**config.mk**
```make
export PLATFORM = sky130hd
export DESIGN_NAME = present80_dec
export DESIGN_NICKNAME = d
export VERILOG_FILES = /design/src/rtl/present80_pkg.sv /design/src/rtl/present80_ksched.sv /design/src/rtl/present80_dec.sv
export SDC_FILE = /design/constraint.sdc
export NUM_CORES = 1
export LEC_CHECK = 0
export BUFFER_PORTS_ARGS = -buffer_cell sky130_fd_sc_hd__buf_2
export CAP_MARGIN = 20
export CORE_MARGIN = 10
export CORE_UTILIZATION = 56
export CTS_CLUSTER_DIAMETER = 200
export DETAILED_ROUTE_END_ITERATION = 8
export GPL_TIMING_DRIVEN = 0
export HOLD_SLACK_MARGIN = 0.1
export PLACE_DENSITY = 0.79
export SLEW_MARGIN = 20
export SYNTH_ARGS = -nofsm -noshare
export SYNTH_HDL_FRONTEND = slang
export SYNTH_SLANG_ARGS = --single-unit
export TNS_END_PERCENT = 100
```
**constraint.sdc**
```tcl
create_clock -name ck -period 2.35 [get_ports ck]
set_input_delay 0.3525 -clock ck [delete_from_list [all_inputs] [get_ports ck]]
set_output_delay 0.3525 -clock ck [all_outputs]
set_load 0.1 [all_outputs]
```
**src/rtl/present80_pkg.sv**
```systemverilog
// Shared PRESENT-80 tables, permutation/key-step helpers and FSM encoding.
// Vectors are held as logic [N-1:0] with the MSB at the top; that is the same value as [0:N-1] with bit 0 = MSB.
package present80_pkg;

   localparam int NR_DEFAULT = 31;

   localparam logic [1:0] ST_IDLE = 2'd0;
   localparam logic [1:0] ST_KEYS = 2'd1;
   localparam logic [1:0] ST_DEC  = 2'd2;
   localparam logic [1:0] ST_FIN  = 2'd3;

   // Entry for input 0 sits in the top nibble.
   localparam logic [63:0] SBOX_TBL     = 64'hC56B90AD3EF84712;
   localparam logic [63:0] INV_SBOX_TBL = 64'h5EF8C12DB463079A;

   function automatic logic [3:0] sbox(input logic [3:0] x);
      logic [5:0] sh;
      sh = {~x, 2'b00};
      return SBOX_TBL[sh +: 4];
   endfunction

   function automatic logic [3:0] inv_sbox(input logic [3:0] x);
      logic [5:0] sh;
      sh = {~x, 2'b00};
      return INV_SBOX_TBL[sh +: 4];
   endfunction

   function automatic logic [63:0] inv_s_layer(input logic [63:0] x);
      logic [63:0] o;
      for (int n = 0; n < 16; n++) o[4*n +: 4] = inv_sbox(x[4*n +: 4]);
      return o;
   endfunction

   // Bit i moves to position 16*i mod 63; bit 63 stays put.
   function automatic logic [63:0] p_layer(input logic [63:0] x);
      logic [63:0] o;
      for (int i = 0; i < 63; i++) o[(16*i) % 63] = x[i];
      o[63] = x[63];
      return o;
   endfunction

   function automatic logic [63:0] inv_p_layer(input logic [63:0] x);
      logic [63:0] o;
      for (int j = 0; j < 63; j++) o[j] = x[(16*j) % 63];
      o[63] = x[63];
      return o;
   endfunction

   function automatic logic [79:0] key_fwd(input logic [79:0] k, input logic [4:0] i);
      logic [79:0] r;
      r = {k[18:0], k[79:19]};
      r[79:76] = sbox(r[79:76]);
      r[19:15] = r[19:15] ^ i;
      return r;
   endfunction

   // Exact undo of key_fwd: xor, inverse S-box, then rotate right by 61.
   function automatic logic [79:0] key_inv(input logic [79:0] k, input logic [4:0] i);
      logic [79:0] r;
      r = k;
      r[19:15] = r[19:15] ^ i;
      r[79:76] = inv_sbox(r[79:76]);
      return {r[60:0], r[79:61]};
   endfunction

endpackage

```
**src/rtl/present80_ksched.sv**
```systemverilog
// 80-bit PRESENT key register stepping forwards or backwards by round index.
module present80_ksched
   import present80_pkg::*;
(
   input  logic        ck,
   input  logic        rst,
   input  logic        ld,
   input  logic        fwd,
   input  logic        inv,
   input  logic [4:0]  rnd,
   input  logic [79:0] key,
   output logic [63:0] rk
);

   logic [79:0] kr_d, kr_q;

   always_comb begin
      kr_d = kr_q;
      if (ld)       kr_d = key;
      else if (fwd) kr_d = key_fwd(kr_q, rnd);
      else if (inv) kr_d = key_inv(kr_q, rnd);
   end

   always_ff @(posedge ck) begin
      if (rst) kr_q <= '0;
      else     kr_q <= kr_d;
   end

   assign rk = kr_q[79:16];

endmodule

```
**src/rtl/present80_dec.sv**
```systemverilog
// Iterative PRESENT-80 decryption: forward key walk to K(NR+1), then NR inverse rounds.
module present80_dec
   import present80_pkg::*;
#(
   parameter int NR = NR_DEFAULT
) (
   input  logic        ck,
   input  logic        rst,
   input  logic        sta,
   input  logic [63:0] inp,
   input  logic [79:0] key,
   output logic [63:0] out,
   output logic        rdy,
   output logic        bsy
);

   localparam logic [4:0] NR5 = 5'(NR);

   logic [1:0]  fsm_d, fsm_q;
   logic [4:0]  cnt_d, cnt_q;
   logic [63:0] st_d, st_q;
   logic [63:0] out_d, out_q;
   logic        rdy_d, rdy_q;
   logic        bsy_d, bsy_q;
   logic [63:0] rk;

   present80_ksched u_ksched (
      .ck  (ck),
      .rst (rst),
      .ld  (sta),
      .fwd (fsm_q == ST_KEYS),
      .inv (fsm_q == ST_DEC),
      .rnd (cnt_q),
      .key (key),
      .rk  (rk)
   );

   always_comb begin
      fsm_d = fsm_q;
      cnt_d = cnt_q;
      st_d  = st_q;
      out_d = out_q;
      rdy_d = rdy_q;
      bsy_d = bsy_q;
      // A start restarts from any state; out keeps the previous result.
      if (sta) begin
         st_d  = inp;
         cnt_d = 5'd1;
         rdy_d = 1'b0;
         bsy_d = 1'b1;
         fsm_d = ST_KEYS;
      end else begin
         case (fsm_q)
            ST_KEYS: begin
               if (cnt_q == NR5) fsm_d = ST_DEC;
               else              cnt_d = cnt_q + 5'd1;
            end
            ST_DEC: begin
               st_d = inv_s_layer(inv_p_layer(st_q ^ rk));
               if (cnt_q == 5'd1) fsm_d = ST_FIN;
               else               cnt_d = cnt_q - 5'd1;
            end
            ST_FIN: begin
               out_d = st_q ^ rk;
               rdy_d = 1'b1;
               bsy_d = 1'b0;
               fsm_d = ST_IDLE;
            end
            default: ;
         endcase
      end
   end

   always_ff @(posedge ck) begin
      if (rst) begin
         fsm_q <= ST_IDLE;
         cnt_q <= '0;
         st_q  <= '0;
         out_q <= '0;
         rdy_q <= 1'b0;
         bsy_q <= 1'b0;
      end else begin
         fsm_q <= fsm_d;
         cnt_q <= cnt_d;
         st_q  <= st_d;
         out_q <= out_d;
         rdy_q <= rdy_d;
         bsy_q <= bsy_d;
      end
   end

   assign out = out_q;
   assign rdy = rdy_q;
   assign bsy = bsy_q;

endmodule

```
==> results.toml <==
[status]
outcome = "finished, violations left"
violations = "setup timing"

[yosys]
ys_seq_area_frac = 0.317
yosysUniqueCellTypes = 59
synthFlopType = "dfxtp_1"
netlist_top_cells_area = "dfxtp_1 32%, ha_1 11%, a21oi_1 5.5%"
syn_inst = 1678
syn_area_per_cell_um2 = 8.17
yosys.area.top_type = "dfxtp_1"
ys.warnings.count = 0
synth_top_cell_area_share = 0.317
synth_fp_nets = 1942
synth.ff_latch_count = 217
async_reset_ff_frac = 0
synth_edf_count = 0
syn_area_mm2 = 0.0137

[global_route]
grt_usage = 0.361
grt_overflow = 0
grt_start_max_net_pins = 14
antenna_found_initial = 0
first_global_vias = 14013
grt_pass1_wl_um = 86100

[critical_path]
slowest_stage = "mux4_2"
critical_path_peak_fanout = 7
r2r-end = "st_q[35]"
critPathCaptureType = "flop"
critPathRequiredTime_ns = 2.82
path_class = "flop to flop"
path_delay_family = "multiplexers"
cp_cell_sequence = "xnor2_2, ha_1, mux4_2, nand2_1, o211ai_1, o21ai_0"
crit_start = "u_ksched.kr_q[40]"
ff2ff_setup_slack_ns = -0.02
r2r-start = "u_ksched.kr_q[40]"
cp-endpoint = "st_q[35]"
cp.depth = 6
worst-path-buf-inv = 0
worstPathArrival_ns = 2.84
max_stage_delay_ns = 0.59
crit_path_start_kind = "flop"
ff2ff_path_depth = 6

[floorplan]
die_w_um = 176
die_area_mm2 = 0.0311
die_height_um = 176
ios = 213
core_mm2 = 0.0242
initial_core_util = 0.567
row_count = 57

[cts]
cts_inserted_buffers = 25
root_buffer = "clkbuf_16"
h-tree-depth = 1
worst_skew_pair.late_latency_ns = 0.55
cts_tree = "yes"
postCtsSetupRepairBufs = 0
clkSlewWorstSetupHoldPaths_ns = 0.07
clock_sinks = 217
clock_path_buffers = 3

[sta]
max_freq_ghz = 0.422
fin_setup_tns_ns = -0.0350
finalSetupViolations = 2
clock_skew_ns = 0.0156
slew_headroom = 0.237
rsz0062_at_grt = "yes"
setup_ws_ns = -0.0210
maxSlewViolCount = 0
post-route-min-period_ns = 2.37
worstMarginPinSlew_ns = 1.14
finalHoldViolCount = 0
period_share = 1.01

[routing]
antenna_left = 0
first_pass_iters = 8
drc = 0
routed_via_density = 6.40
dr.first_iter.drc_count = 2048
wl_per_cell_um = 25.7
wl_um = 58900
vias = 14672

[place]
portBuffers = 211
hpwl_um = 44200
postPlaceCellArea_mm2 = 0.0152
gp_congestion = 1.08
place_ws_ns = -0.461

[power_and_ir_drop]
peakVddDrop_mv = 0.555
power.leakage_nw = 7.16
powerDensity_mw_per_mm2 = 739
power.total_mw = 12.4

[cells_and_area]
nFillCells = 2022
multi_input_area_mm2 = 0.00877
seq_area_mm2 = 0.00436
nNetsFinal = 2214
drive_above_1_share = 0.193
fin_area_mm2 = 0.0167
antenna_cells = 0
syn_to_final_growth_pct = 22.1

[hold_path]
min_path_type = "primary input to flop"

[flow_run]
maxCapViolations = 0
==> area by class of cell <==
class / count / share of cell area
clock buffers: 33 / 0.0416
multi-input cells: 1226 / 0.524
well taps: 324 / 0.0242
plain buffers: 121 / 0.0301
flip-flops and latches: 217 / 0.260
clock inverters: 13 / 0.0105
inverters: 113 / 0.0253
repair buffers: 246 / 0.0840
==> flip-flops by register name (all words and copies together), names as in the netlist <==
register,cells
fsm_q,2
cnt_q,5
st_q,64
u_ksched.kr_q,80
bsy,1
rdy,1
out,64
==> report_power, final <==
part | total (mW) | internal, mW | switching (mW)
logic | 3.78 | 1.50 | 2.28
clock network | 4.22 | 2.52 | 1.70
registers | 4.36 | 3.91 | 0.444
==> worst min-delay path by stage <==
stage,startpoint,endpoint,depth (start not counted)
after floorplan,u_ksched.kr_q[10],u_ksched.kr_q[10],2
after global placement,out[12],out[12],2
after detailed placement,out[20],out[20],2
after CTS,inp[19],st_q[19],3
after global routing,inp[56],st_q[56],3
final,inp[60],st_q[60],3
==> Yosys cell counts, drive strengths merged (3+ instances only) <==
cell type / count
buf: 37
clkbuf: 85
o221ai: 18
nor2b: 11
o311a: 3
a211oi: 43
ha: 117
a221oi: 47
nor3: 65
nor2: 187
o21ai: 113
o31ai: 12
xnor2: 75
mux4: 23
xor2: 35
o22ai: 11
mux2i: 23
o211ai: 35
o32ai: 17
or2: 6
inv: 113
a21oi: 150
dfxtp: 217
a311oi: 5
a311o: 7
a211o: 18
a22o: 8
mux2: 4
nand2: 161
a22oi: 3
o311ai: 5
==> per-stage QoR <==
| stage | hold slack (ns) | std cells | utilization |
|---|---|---|---|
| finish | 0.105 | 2293 | 0.692 |
| global route | 0.108 | 2293 | 0.692 |
| CTS | 0.101 | 2292 | 0.686 |
| detailed placement | 0.437 | 2213 | 0.627 |
| global placement | 0.430 | 2213 | 0.627 |
| floorplan | 0.468 | 1678 | - |
==> logic make-up after synthesis <==
logic type,Yosys count,share of synthesized area
AO/OA/AOI/OAI,507,0.243
XOR/XNOR,110,0.0758
adder cells (fa/ha/maj),117,0.107
buffers and inverters,235,0.0659
flip-flops,217,0.317
multiplexers,50,0.0579
AND/OR/NAND/NOR,442,0.133
==> per-layer routing <==
layer  global-route usage  share of wire  routed length (µm)  vias to the layer above
met2                0.560           0.43               25600                     1144
met5                    0              0                   0                        -
li1                     -              -                   -                     6459
met1                0.455           0.37               21800                     6857
met4                0.183          0.055                3210                        0
met3               0.0946           0.14                8260                      212
==> placed cells by master, fill, tap and decap left out, types with 35 or more instances in the layout <==
cell type	synthesis	layout
buf_2	17	232
dfxtp_1	217	207
nor2_1	186	186
nand2_1	161	161
a21oi_1	150	150
ha_1	117	115
o21ai_0	113	113
inv_1	112	111
clkbuf_1	85	75
nor3_1	65	65
xnor2_1	71	48
a221oi_1	46	44
a211oi_1	42	42
o211ai_1	35	35
dlygate4sd3_1	0	35
==> tightest hold or removal path, stage by stage <==
cell and delay (ns):
buf_2 0.07, nand2_1 0.06, o22ai_1 0.11
==> repair_timing <==
action | 4_1_cts | 5_1_grt
endpoints found under the hold margin | 34 | 1
endpoints found under the setup margin | 70 | 70
pin swaps | 0 | 1
resized for setup | 38 | 45
hold buffers | 34 | 1
No activity file was read; power rests on OpenSTA's default activity.
